File: config.mk
export PLATFORM = sky130hd
export DESIGN_NAME = nco_loop_ctrl
export DESIGN_NICKNAME = d
export VERILOG_FILES = /design/src/rtl/nco_ctrl_pkg.sv /design/src/rtl/dpll_loop_filter.sv /design/src/rtl/nco_loop_ctrl.sv
export SDC_FILE = /design/constraint.sdc
export NUM_CORES = 1
export LEC_CHECK = 0
export BUFFER_PORTS_ARGS = -buffer_cell sky130_fd_sc_hd__clkbuf_2
export CAP_MARGIN = 30
export CORE_ASPECT_RATIO = 1.5
export CORE_UTILIZATION = 55
export DETAILED_ROUTE_END_ITERATION = 8
export PLACE_DENSITY = 0.75
export SLEW_MARGIN = 20
export SYNTH_ARGS = -nofsm -noshare
export SYNTH_HDL_FRONTEND = slang
export SYNTH_SLANG_ARGS = --single-unit
File: constraint.sdc
create_clock -name clk -period 12.9 [get_ports clk]
set_clock_uncertainty 0.05 [all_clocks]
set_input_delay 1.29 -clock clk [delete_from_list [all_inputs] [get_ports clk]]
set_output_delay 1.29 -clock clk [all_outputs]
set_load 0.05 [all_outputs]
File: src/rtl/nco_ctrl_pkg.sv
// nco_ctrl_pkg: shared encodings for the data-separator NCO loop controller.
//   - rate_sel encodings and nominal NCO frequency words per data rate
//   - nominal_fw(): maps rate_sel to its nominal frequency word
//   - loop_state encodings driven on nco_loop_ctrl.loop_state
package nco_ctrl_pkg;

  typedef enum logic [1:0] {
    RATE_250K = 2'b00,
    RATE_300K = 2'b01,
    RATE_500K = 2'b10,
    RATE_1M   = 2'b11
  } rate_e;

  localparam logic [31:0] FW_250K = 32'h0051EB85;
  localparam logic [31:0] FW_300K = 32'h00624DD3;
  localparam logic [31:0] FW_500K = 32'h00A3D70A;
  localparam logic [31:0] FW_1M   = 32'h0147AE14;

  typedef enum logic [1:0] {
    ST_IDLE    = 2'd0,
    ST_ACQUIRE = 2'd1,
    ST_TRACK   = 2'd2,
    ST_LOCKED  = 2'd3
  } loop_state_e;

  function automatic logic [31:0] nominal_fw(input logic [1:0] rate);
    logic [31:0] fw;
    fw = FW_250K;
    case (rate)
      RATE_250K: fw = FW_250K;
      RATE_300K: fw = FW_300K;
      RATE_500K: fw = FW_500K;
      RATE_1M:   fw = FW_1M;
      default:   fw = FW_250K;
    endcase
    return fw;
  endfunction

endpackage

File: src/rtl/dpll_loop_filter.sv
// dpll_loop_filter: PI filter for the NCO loop.
//   clk, reset       : clock and synchronous active-high reset
//   clear            : zero the integrator (loop (re)start or disable)
//   update           : accumulate err into the integrator this cycle
//   acq              : use the higher acquisition proportional gain
//   err[15:0]        : signed phase error of the edge being processed
//   nominal[31:0]    : nominal frequency word for the current rate
//   phase_adj_next   : -(err >>> kp), to be registered by the parent
//   freq_word_next   : nominal - (integ >>> KI_SHIFT), clamped; reflects
//                      the integrator value including this edge's err
module dpll_loop_filter #(
  parameter int KP_SHIFT     = 4,
  parameter int KI_SHIFT     = 10,
  parameter int FW_DEV_SHIFT = 4
) (
  input  logic        clk,
  input  logic        reset,
  input  logic        clear,
  input  logic        update,
  input  logic        acq,
  input  logic [15:0] err,
  input  logic [31:0] nominal,
  output logic [15:0] phase_adj_next,
  output logic [31:0] freq_word_next
);

  localparam logic signed [32:0] SAT_POS = 33'sh0_7FFF_FFFF;
  localparam logic signed [32:0] SAT_NEG = -33'sh0_7FFF_FFFF;

  logic signed [31:0] integ_q;
  logic signed [31:0] integ_sat;
  logic signed [31:0] integ_scaled;
  logic signed [32:0] integ_sum;
  logic signed [15:0] err_s;
  logic signed [15:0] err_shifted;
  logic        [31:0] fw_dev;
  logic signed [33:0] fw_raw;
  logic signed [33:0] fw_lo;
  logic signed [33:0] fw_hi;

  assign err_s          = $signed(err);
  assign err_shifted    = acq ? (err_s >>> (KP_SHIFT - 2)) : (err_s >>> KP_SHIFT);
  assign phase_adj_next = -err_shifted;

  // One guard bit so overflow is visible before saturating; never wraps.
  always_comb begin
    integ_sum = {integ_q[31], integ_q} + {{17{err[15]}}, err};
    if (integ_sum > SAT_POS) begin
      integ_sat = 32'sh7FFF_FFFF;
    end else if (integ_sum < SAT_NEG) begin
      integ_sat = 32'sh8000_0001;
    end else begin
      integ_sat = integ_sum[31:0];
    end
  end

  assign integ_scaled = integ_sat >>> KI_SHIFT;
  assign fw_dev       = nominal >> FW_DEV_SHIFT;

  always_comb begin
    fw_raw = $signed({2'b00, nominal}) - $signed({{2{integ_scaled[31]}}, integ_scaled});
    fw_lo  = $signed({2'b00, nominal - fw_dev});
    fw_hi  = $signed({2'b00, nominal + fw_dev});
    if (fw_raw < fw_lo) begin
      freq_word_next = fw_lo[31:0];
    end else if (fw_raw > fw_hi) begin
      freq_word_next = fw_hi[31:0];
    end else begin
      freq_word_next = fw_raw[31:0];
    end
  end

  always_ff @(posedge clk) begin
    if (reset || clear) begin
      integ_q <= '0;
    end else if (update) begin
      integ_q <= integ_sat;
    end
  end

endmodule

File: src/rtl/nco_loop_ctrl.sv
// nco_loop_ctrl: closed-loop PI controller for the data-separator NCO.
// Samples the NCO phase on each flux edge, runs the PI filter and sequences
// acquisition / tracking / lock detection.
// Build option: define NCO_LOOP_STATS_EN to generate the edge_count and
// max_err statistics; otherwise both ports are tied to zero.
//   clk, reset           : clock, synchronous active-high reset
//   enable               : run the loop
//   rate_sel[1:0]        : data rate, selects the nominal frequency word
//   flux_edge            : one-cycle flux transition pulse
//   phase_accum[31:0]    : NCO phase accumulator, error = phase_accum[31:16]
//   nco_enable           : NCO enable
//   freq_word[31:0]      : NCO frequency word
//   phase_adj[15:0]      : signed phase correction, qualified by phase_adj_valid
//   locked, loop_state   : lock flag and current state
//   edge_count, max_err  : statistics
// Pipeline: edge sampled at N, error registered at N+1, outputs and state at N+2.
//
// state    | meaning
// ---------+-----------------------------------------------------------
// IDLE     | loop off, NCO disabled, freq_word held at nominal
// ACQUIRE  | NCO running, proportional gain raised, for ACQ_EDGES edges
// TRACK    | normal gain, counting consecutive in-window edges to lock
// LOCKED   | locked high, counting consecutive out-of-window edges
module nco_loop_ctrl
  import nco_ctrl_pkg::*;
#(
  parameter int          KP_SHIFT     = 4,
  parameter int          KI_SHIFT     = 10,
  parameter int          FW_DEV_SHIFT = 4,
  parameter int          ACQ_EDGES    = 8,
  parameter int          LOCK_COUNT   = 16,
  parameter logic [15:0] LOCK_THRESH  = 16'h1000,
  parameter int          UNLOCK_COUNT = 4
) (
  input  logic        clk,
  input  logic        reset,
  input  logic        enable,
  input  logic [1:0]  rate_sel,
  input  logic        flux_edge,
  input  logic [31:0] phase_accum,
  output logic        nco_enable,
  output logic [31:0] freq_word,
  output logic [15:0] phase_adj,
  output logic        phase_adj_valid,
  output logic        locked,
  output logic [1:0]  loop_state,
  output logic [15:0] edge_count,
  output logic [15:0] max_err
);

  localparam logic [15:0] ACQ_LOAD    = 16'(ACQ_EDGES);
  localparam logic [15:0] LOCK_LAST   = 16'(LOCK_COUNT - 1);
  localparam logic [15:0] UNLOCK_LAST = 16'(UNLOCK_COUNT - 1);

  loop_state_e state_q, state_d;
  logic [1:0]  rate_q;
  logic [31:0] nom_fw;
  logic        rate_chg, proc_ok, acq_start, edge_ok;
  logic        e_vld_q;
  logic [15:0] e_q, e_abs;
  logic        in_thr;
  logic [15:0] acq_left, lock_cnt, unlock_cnt;
  logic [15:0] padj_next;
  logic [31:0] fw_next;
  logic        unused_lsbs;

  assign unused_lsbs = ^phase_accum[15:0];
  assign nom_fw      = nominal_fw(rate_sel);

  // A rate change while running restarts acquisition and discards both the
  // edge arriving this cycle and the one already in the pipeline.
  assign rate_chg  = (state_q != ST_IDLE) && (rate_sel != rate_q);
  assign proc_ok   = enable && !rate_chg && (state_q != ST_IDLE);
  assign acq_start = enable && ((state_q == ST_IDLE) || rate_chg);
  assign edge_ok   = e_vld_q && proc_ok;

  // |-32768| = 32768 fits in 16 unsigned bits.
  assign e_abs  = e_q[15] ? (~e_q + 16'd1) : e_q;
  assign in_thr = (e_abs < LOCK_THRESH);

  always_ff @(posedge clk) begin
    if (reset) begin
      state_q <= ST_IDLE;
    end else begin
      state_q <= state_d;
    end
  end

  always_comb begin
    state_d = state_q;
    if (!enable) begin
      state_d = ST_IDLE;
    end else if ((state_q == ST_IDLE) || rate_chg) begin
      state_d = ST_ACQUIRE;
    end else if (edge_ok) begin
      case (state_q)
        ST_ACQUIRE: if (acq_left <= 16'd1) state_d = ST_TRACK;
        ST_TRACK:   if (in_thr && (lock_cnt == LOCK_LAST)) state_d = ST_LOCKED;
        ST_LOCKED:  if (!in_thr && (unlock_cnt == UNLOCK_LAST)) state_d = ST_TRACK;
        default:    state_d = state_q;
      endcase
    end
  end

  always_comb begin
    nco_enable = (state_q != ST_IDLE);
    locked     = (state_q == ST_LOCKED);
    loop_state = state_q;
  end

  always_ff @(posedge clk) begin
    if (reset) begin
      acq_left   <= '0;
      lock_cnt   <= '0;
      unlock_cnt <= '0;
    end else if (acq_start) begin
      acq_left   <= ACQ_LOAD;
      lock_cnt   <= '0;
      unlock_cnt <= '0;
    end else if (edge_ok) begin
      case (state_q)
        ST_ACQUIRE: begin
          if (acq_left != 16'd0) acq_left <= acq_left - 16'd1;
        end
        ST_TRACK: begin
          lock_cnt <= (in_thr && (lock_cnt != LOCK_LAST)) ? lock_cnt + 16'd1 : 16'd0;
        end
        ST_LOCKED: begin
          unlock_cnt <= (!in_thr && (unlock_cnt != UNLOCK_LAST)) ? unlock_cnt + 16'd1 : 16'd0;
          lock_cnt   <= '0;
        end
        default: ;
      endcase
    end
  end

  always_ff @(posedge clk) begin
    if (reset) begin
      rate_q  <= rate_sel;
      e_vld_q <= 1'b0;
      e_q     <= '0;
    end else begin
      rate_q  <= rate_sel;
      e_vld_q <= flux_edge && proc_ok;
      e_q     <= phase_accum[31:16];
    end
  end

  always_ff @(posedge clk) begin
    if (reset) begin
      phase_adj       <= '0;
      phase_adj_valid <= 1'b0;
      freq_word       <= nom_fw;
    end else if (!proc_ok) begin
      phase_adj_valid <= 1'b0;
      freq_word       <= nom_fw;
    end else begin
      phase_adj_valid <= e_vld_q;
      if (e_vld_q) begin
        phase_adj <= padj_next;
        freq_word <= fw_next;
      end
    end
  end

  dpll_loop_filter #(
    .KP_SHIFT     (KP_SHIFT),
    .KI_SHIFT     (KI_SHIFT),
    .FW_DEV_SHIFT (FW_DEV_SHIFT)
  ) u_filter (
    .clk            (clk),
    .reset          (reset),
    .clear          (acq_start || !enable),
    .update         (edge_ok),
    .acq            (state_q == ST_ACQUIRE),
    .err            (e_q),
    .nominal        (nom_fw),
    .phase_adj_next (padj_next),
    .freq_word_next (fw_next)
  );

`ifdef NCO_LOOP_STATS_EN
  logic [15:0] edge_cnt_q, max_err_q, e_abs_sat;

  assign e_abs_sat = e_abs[15] ? 16'h7FFF : e_abs;

  always_ff @(posedge clk) begin
    if (reset || acq_start) begin
      edge_cnt_q <= '0;
      max_err_q  <= '0;
    end else if (edge_ok) begin
      if (edge_cnt_q != 16'hFFFF) edge_cnt_q <= edge_cnt_q + 16'd1;
      if (e_abs_sat > max_err_q) max_err_q <= e_abs_sat;
    end
  end

  assign edge_count = edge_cnt_q;
  assign max_err    = max_err_q;
`else
  assign edge_count = '0;
  assign max_err    = '0;
`endif

endmodule

==> results of run 1 <==
[cell usage after synthesis (all sizes together) (32+ instances only)]
cell type	count	area, µm²
xor2	47	412
edfxtp	32	961
inv	54	203
clkbuf	46	173
dfxtp	118	2360
nand2	109	409
ha	136	1700
buf	42	302
nand3	40	213
nor2	120	450
xnor2	57	507
a21oi	156	792
o21ai	85	425
[worst min-delay path, cell delays in order (launching register included)]
cell	delay, ns
dfxtp_1	0.31
nand2_1	0.05
a21oi_1	0.05
[sequential cells by signal, indices dropped and copies added (netlist names), 2 cells and up]
name,flops
unlock_cnt,16
rate_q,2
loop_state,2
acq_left,16
lock_cnt,16
u_filter.integ_q,32
freq_word,32
e_q,16
phase_adj,16
[cell type report]
type / count / area, µm² / share of cell area
clock buffers: 17 / 425 / 0.0333
well taps: 268 / 335 / 0.0262
flip-flops and latches: 150 / 3320 / 0.260
inverters: 55 / 206 / 0.0162
multi-input cells: 1167 / 7900 / 0.618
clock inverters: 15 / 145 / 0.0114
repair buffers: 84 / 449 / 0.0351
[power breakdown]
group          internal (mW)  switching [mW]
Sequential             0.491         0.00596
Combinational          0.139           0.277
Clock                  0.270           0.213
[worst max-delay path by stage]
stage                  from       endpoint  depth (start not counted)
floorplan           e_q[15]  freq_word[14]                         41
global placement     e_q[0]  freq_word[14]                         41
detailed placement   e_q[0]  freq_word[14]                         41
CTS                  e_q[0]  freq_word[14]                         41
global route         e_q[0]  freq_word[14]                         41
finish               e_q[0]  freq_word[14]                         41
[cell families after synthesis]
| kind of cell | count (synthesis) | synth area share |
|---|---|---|
| AO/OA/AOI/OAI | 402 | 0.219 |
| multiplexers | 24 | 0.0207 |
| adder cells (fa/ha/maj) | 141 | 0.151 |
| buffers and inverters | 143 | 0.0581 |
| AND/OR/NAND/NOR | 446 | 0.188 |
| XOR/XNOR | 104 | 0.0785 |
| other | 2 | 0.000642 |
| flip-flops | 150 | 0.284 |
[routing by layer]
metal  vias up  track usage
met5         -            0
met2       331        0.504
li1       5176            -
met3        99       0.0396
met1      4950        0.319
met4         0        0.171
==> qor.yml, run 1 <==
status: "finished clean"
dr.pass1.iters: 5
required_ns: 13.03
tightest_slew_ns: 0.851
overflow: 0
cts_buffers: 17
slowest_delay_ns: 0.52
drt_iter0_drc: 775
final_area_um2: 12800
num_rows: 65
antenna_found_initial: 0
hold_violations: 0
drt-total-wl_mm: 30.9
grt_pass1_wl_mm: 49.4
critPathSlowestCell: "nand2_1"
cts.clk_slew.worst_paths_ns: 0.07
crit_family: "compound AO/OA/AOI/OAI gates"
cap_violations: 0
route.detailed.drc: 0
ir_drop_v: 0.0000738
fin_nets: 1651
wl_met2_mm: 15.3
io_pins: 123
synth_edf_count: 32
vias_per_cell: 6.01
syn_avg_cell_area_um2: 8.29
rsz0062_at_grt: "no"
drive_gt1_frac: 0.0948
powerDensity_nw_per_um2: 109
reg2reg_slack_ns: 1.73
met1_length_mm: 12.5
synthesis.area_um2: 11700
fmax_ghz: 0.0895
p_leak_nw: 5.41
final_cell_mix: "a21oi_1 (153), ha_1 (136), nor2_1 (119)"
post-route-min-period_ns: 11.17
yosys_warnings: 0
core-area_um2: 21000
path_max_fanout: 23
wl_met3_mm: 1.40
ant_nets: 0
syn2layout_area_growth_pct: 9.18
fin_util: 0.609
reg2reg_from: "e_q[0]"
grt_pass1_vias: 10156
cts_hold_buffers: 0
cp.arrival_ns: 11.30
crit_path_start_kind: "flop"
antenna_cells: 0
placedInstanceArea_um2: 12200
power_mw: 1.40
synthCells: 1412
cts.sinks: 150
io_buffer_count: 74
gp_congestion: 0.929
yosys_most_used_dff: "dfxtp_1"
cts_tree: "yes"
critPathKind: "reg -> reg"
die_w_um: 121
dieArea_um2: 21900
initial_utilization: 0.558
placed_cells: 1723
cts-root-buf: "clkbuf_16"
hold_path.class: "reg -> reg"
hold_ws_ns: 0.401
fin_ws_ns: 1.73
htree_levels: 4
vias: 10556
async_reset_ff_frac: 0
ys_seq_area_frac: 0.284
rr_endpoint: "freq_word[14]"
post-place-ws_ns: 1.95
ys_ff_latch: 150
critPathMostFrequentCell: "a21oi_1"
die_h_um: 181
hold_start: "phase_adj[13]"
netlist-cell-type-count: 88
cts_resized: 0
hpwl_mm: 23.3
report.final.slew_viol_count: 0
min_period_over_period: 0.866
grt_start_max_net_pins: 55
cp-end-kind: "flop"
worstRegToRegCells: 41
tns_ns: 0
hold-path-cell-count: 2
clock_latency_ns: 0.43
max-slew-margin-rel: 0.433
fillers: 1886
crit_buf_inv: 1
finalNonFillerCells: 1756
cts_setup_buffers: 0
wl_per_cell_um: 17.6
final_common_cell: "a21oi_1"
routed.top_layer: "met4"
setup_viol: 0
hold_end: "phase_adj[13]"
globalRouteTotalUtil: 0.285
max-clock-path-buffers: 2
Note: power is estimated with default switching activity, not from simulation.
==> inputs of run 2 (changes only) <==
Settings changed: CORE_UTILIZATION 55 to 40, PLACE_DENSITY 0.75 to unset.
==> run 2 against run 1 <==
Net effect: wire length grew 4.0%; first-iteration DRC count shrank 29%; sequential power is essentially flat; via count shrank 0.69%; critical path depth shrank 3; clock power shrank 5.4%.
==> qor.yml, run 2 (synthesized netlist as in run 1, its figures left out) <==
status: "finished clean"
final_common_cell: "a21oi_1"
max-slew-margin-rel: 0.401
cts.sinks: 150
slowest_delay_ns: 0.76
tightest_slew_ns: 0.898
min_period_over_period: 0.885
reg2reg_slack_ns: 1.48
cts-root-buf: "clkbuf_16"
fmax_ghz: 0.0876
initial_utilization: 0.408
largestRegisters: "freq_word x32, u_filter.integ_q x32"
cts_buffers: 17
path_max_fanout: 25
globalRouteTotalUtil: 0.220
grtUsageMet3: 0.0342
htree_levels: 4
io_pins: 123
hold_start: "phase_adj[14]"
reg2reg_from: "e_q[15]"
grt_pass1_wl_mm: 51.6
clock_latency_ns: 0.44
cts_resized: 0
cp-end-kind: "flop"
hold_ws_ns: 0.407
critPathSlowestCell: "dfxtp_1"
cts_hold_buffers: 0
required_ns: 13.03
die_w_um: 142
core-area_um2: 28700
fillers: 2906
cp.arrival_ns: 11.54
rr_endpoint: "freq_word[14]"
p_leak_nw: 5.39
final_cell_mix: "a21oi_1 (153), ha_1 (136), nor2_1 (119)"
syn2layout_area_growth_pct: 10.2
max-clock-path-buffers: 2
wl_per_cell_um: 17.1
hold_violations: 0
vias: 10483
placedInstanceArea_um2: 12400
hold_path.class: "reg -> reg"
placed_cells: 1845
cts_setup_buffers: 0
grtUsageMet1: 0.247
setup_viol: 0
crit_path_start_kind: "flop"
rsz0062_at_grt: "no"
die_h_um: 212
route.detailed.drc: 0
critPathKind: "reg -> reg"
overflow: 0
critPathMostFrequentCell: "a21oi_1"
ant_nets: 0
grt-busiest-layer: "met2"
final_area_um2: 12900
gr-usage-met2: 0.395
report.final.slew_viol_count: 0
startpoint: "e_q[15]"
ir_drop_v: 0.0000630
post-route-min-period_ns: 11.42
vias_per_cell: 5.58
worstRegToRegCells: 38
tns_ns: 0
powerDensity_nw_per_um2: 106
hpwl_mm: 24.9
num_rows: 76
cp-endpoint: "freq_word[14]"
drt_iter0_drc: 548
antenna_found_initial: 0
grt_start_max_net_pins: 55
cts.clk_slew.worst_paths_ns: 0.06
dieArea_um2: 30000
fin_nets: 1650
dr.pass1.iters: 5
gp_congestion: 0.931
drt-total-wl_mm: 32.1
drive_gt1_frac: 0.0948
io_buffer_count: 74
finalNonFillerCells: 1877
grt_pass1_vias: 10038
cts_tree: "yes"
antenna_cells: 0
cap_violations: 0
[run 2: cell types whose count changed in the layout (fill, tap and decap cells not counted), sizes merged]
cell    before  now
bufinv       1    0
inv         60   56
clkinv       5    9
[run 2: worst min-delay path by stage]
stage	slack, ns	cells past startpoint	end
6_report	0.41	2	phase_adj[14]
5_1_grt	0.43	2	phase_adj[14]
4_1_cts	0.41	2	phase_adj[13]
3_5_place_dp	0.41	2	phase_adj[13]
3_3_place_gp	0.40	2	phase_adj[13]
2_1_floorplan	0.39	2	lock_cnt[1]
[run 2: through the flow]
step	worst slack (ns)	total power, mW	util
after floorplan	3.73	0.822	-
after global placement	1.80	0.908	0.430
after detailed placement	1.70	0.915	0.430
after CTS	1.63	1.37	0.449
after global routing	0.799	1.44	0.449
final	1.48	1.37	0.449
[run 2: layout make-up]
class,count,area (µm²),area share
Clock buffer,18,439,0.0341
Clock inverter,14,104,0.00805
Inverter,55,206,0.0160
Multi-Input combinational cell,1167,7900,0.612
Sequential cell,150,3320,0.258
Tap cell,390,488,0.0378
Timing Repair Buffer,83,438,0.0340
[run 2: where the power goes]
group / internal, mW / switching (mW) / total (mW)
clock: 0.251 / 0.205 / 0.456
combinational: 0.139 / 0.272 / 0.411
sequential: 0.491 / 0.00836 / 0.500
[run 2: routing by layer]
layer  wire length (µm)  up-vias  share of wire
li1                   -     5185              -
met5                  0        -              0
met3               1120       78          0.035
met2              16300      281           0.51
met1              13400     4939           0.42
met4               1360        0          0.042
[run 2: worst max-delay path, delay by kind of cell, from the launching register on]
family | cells | cell delay [ns]
flip-flops | 1 | 0.76
adder cells (fa/ha/maj) | 3 | 0.99
buffers and inverters | 1 | 0.46
AO/OA/AOI/OAI | 21 | 4.62
XOR/XNOR | 2 | 0.58
AND/OR/NAND/NOR | 10 | 3.31
multiplexers | 1 | 0.37
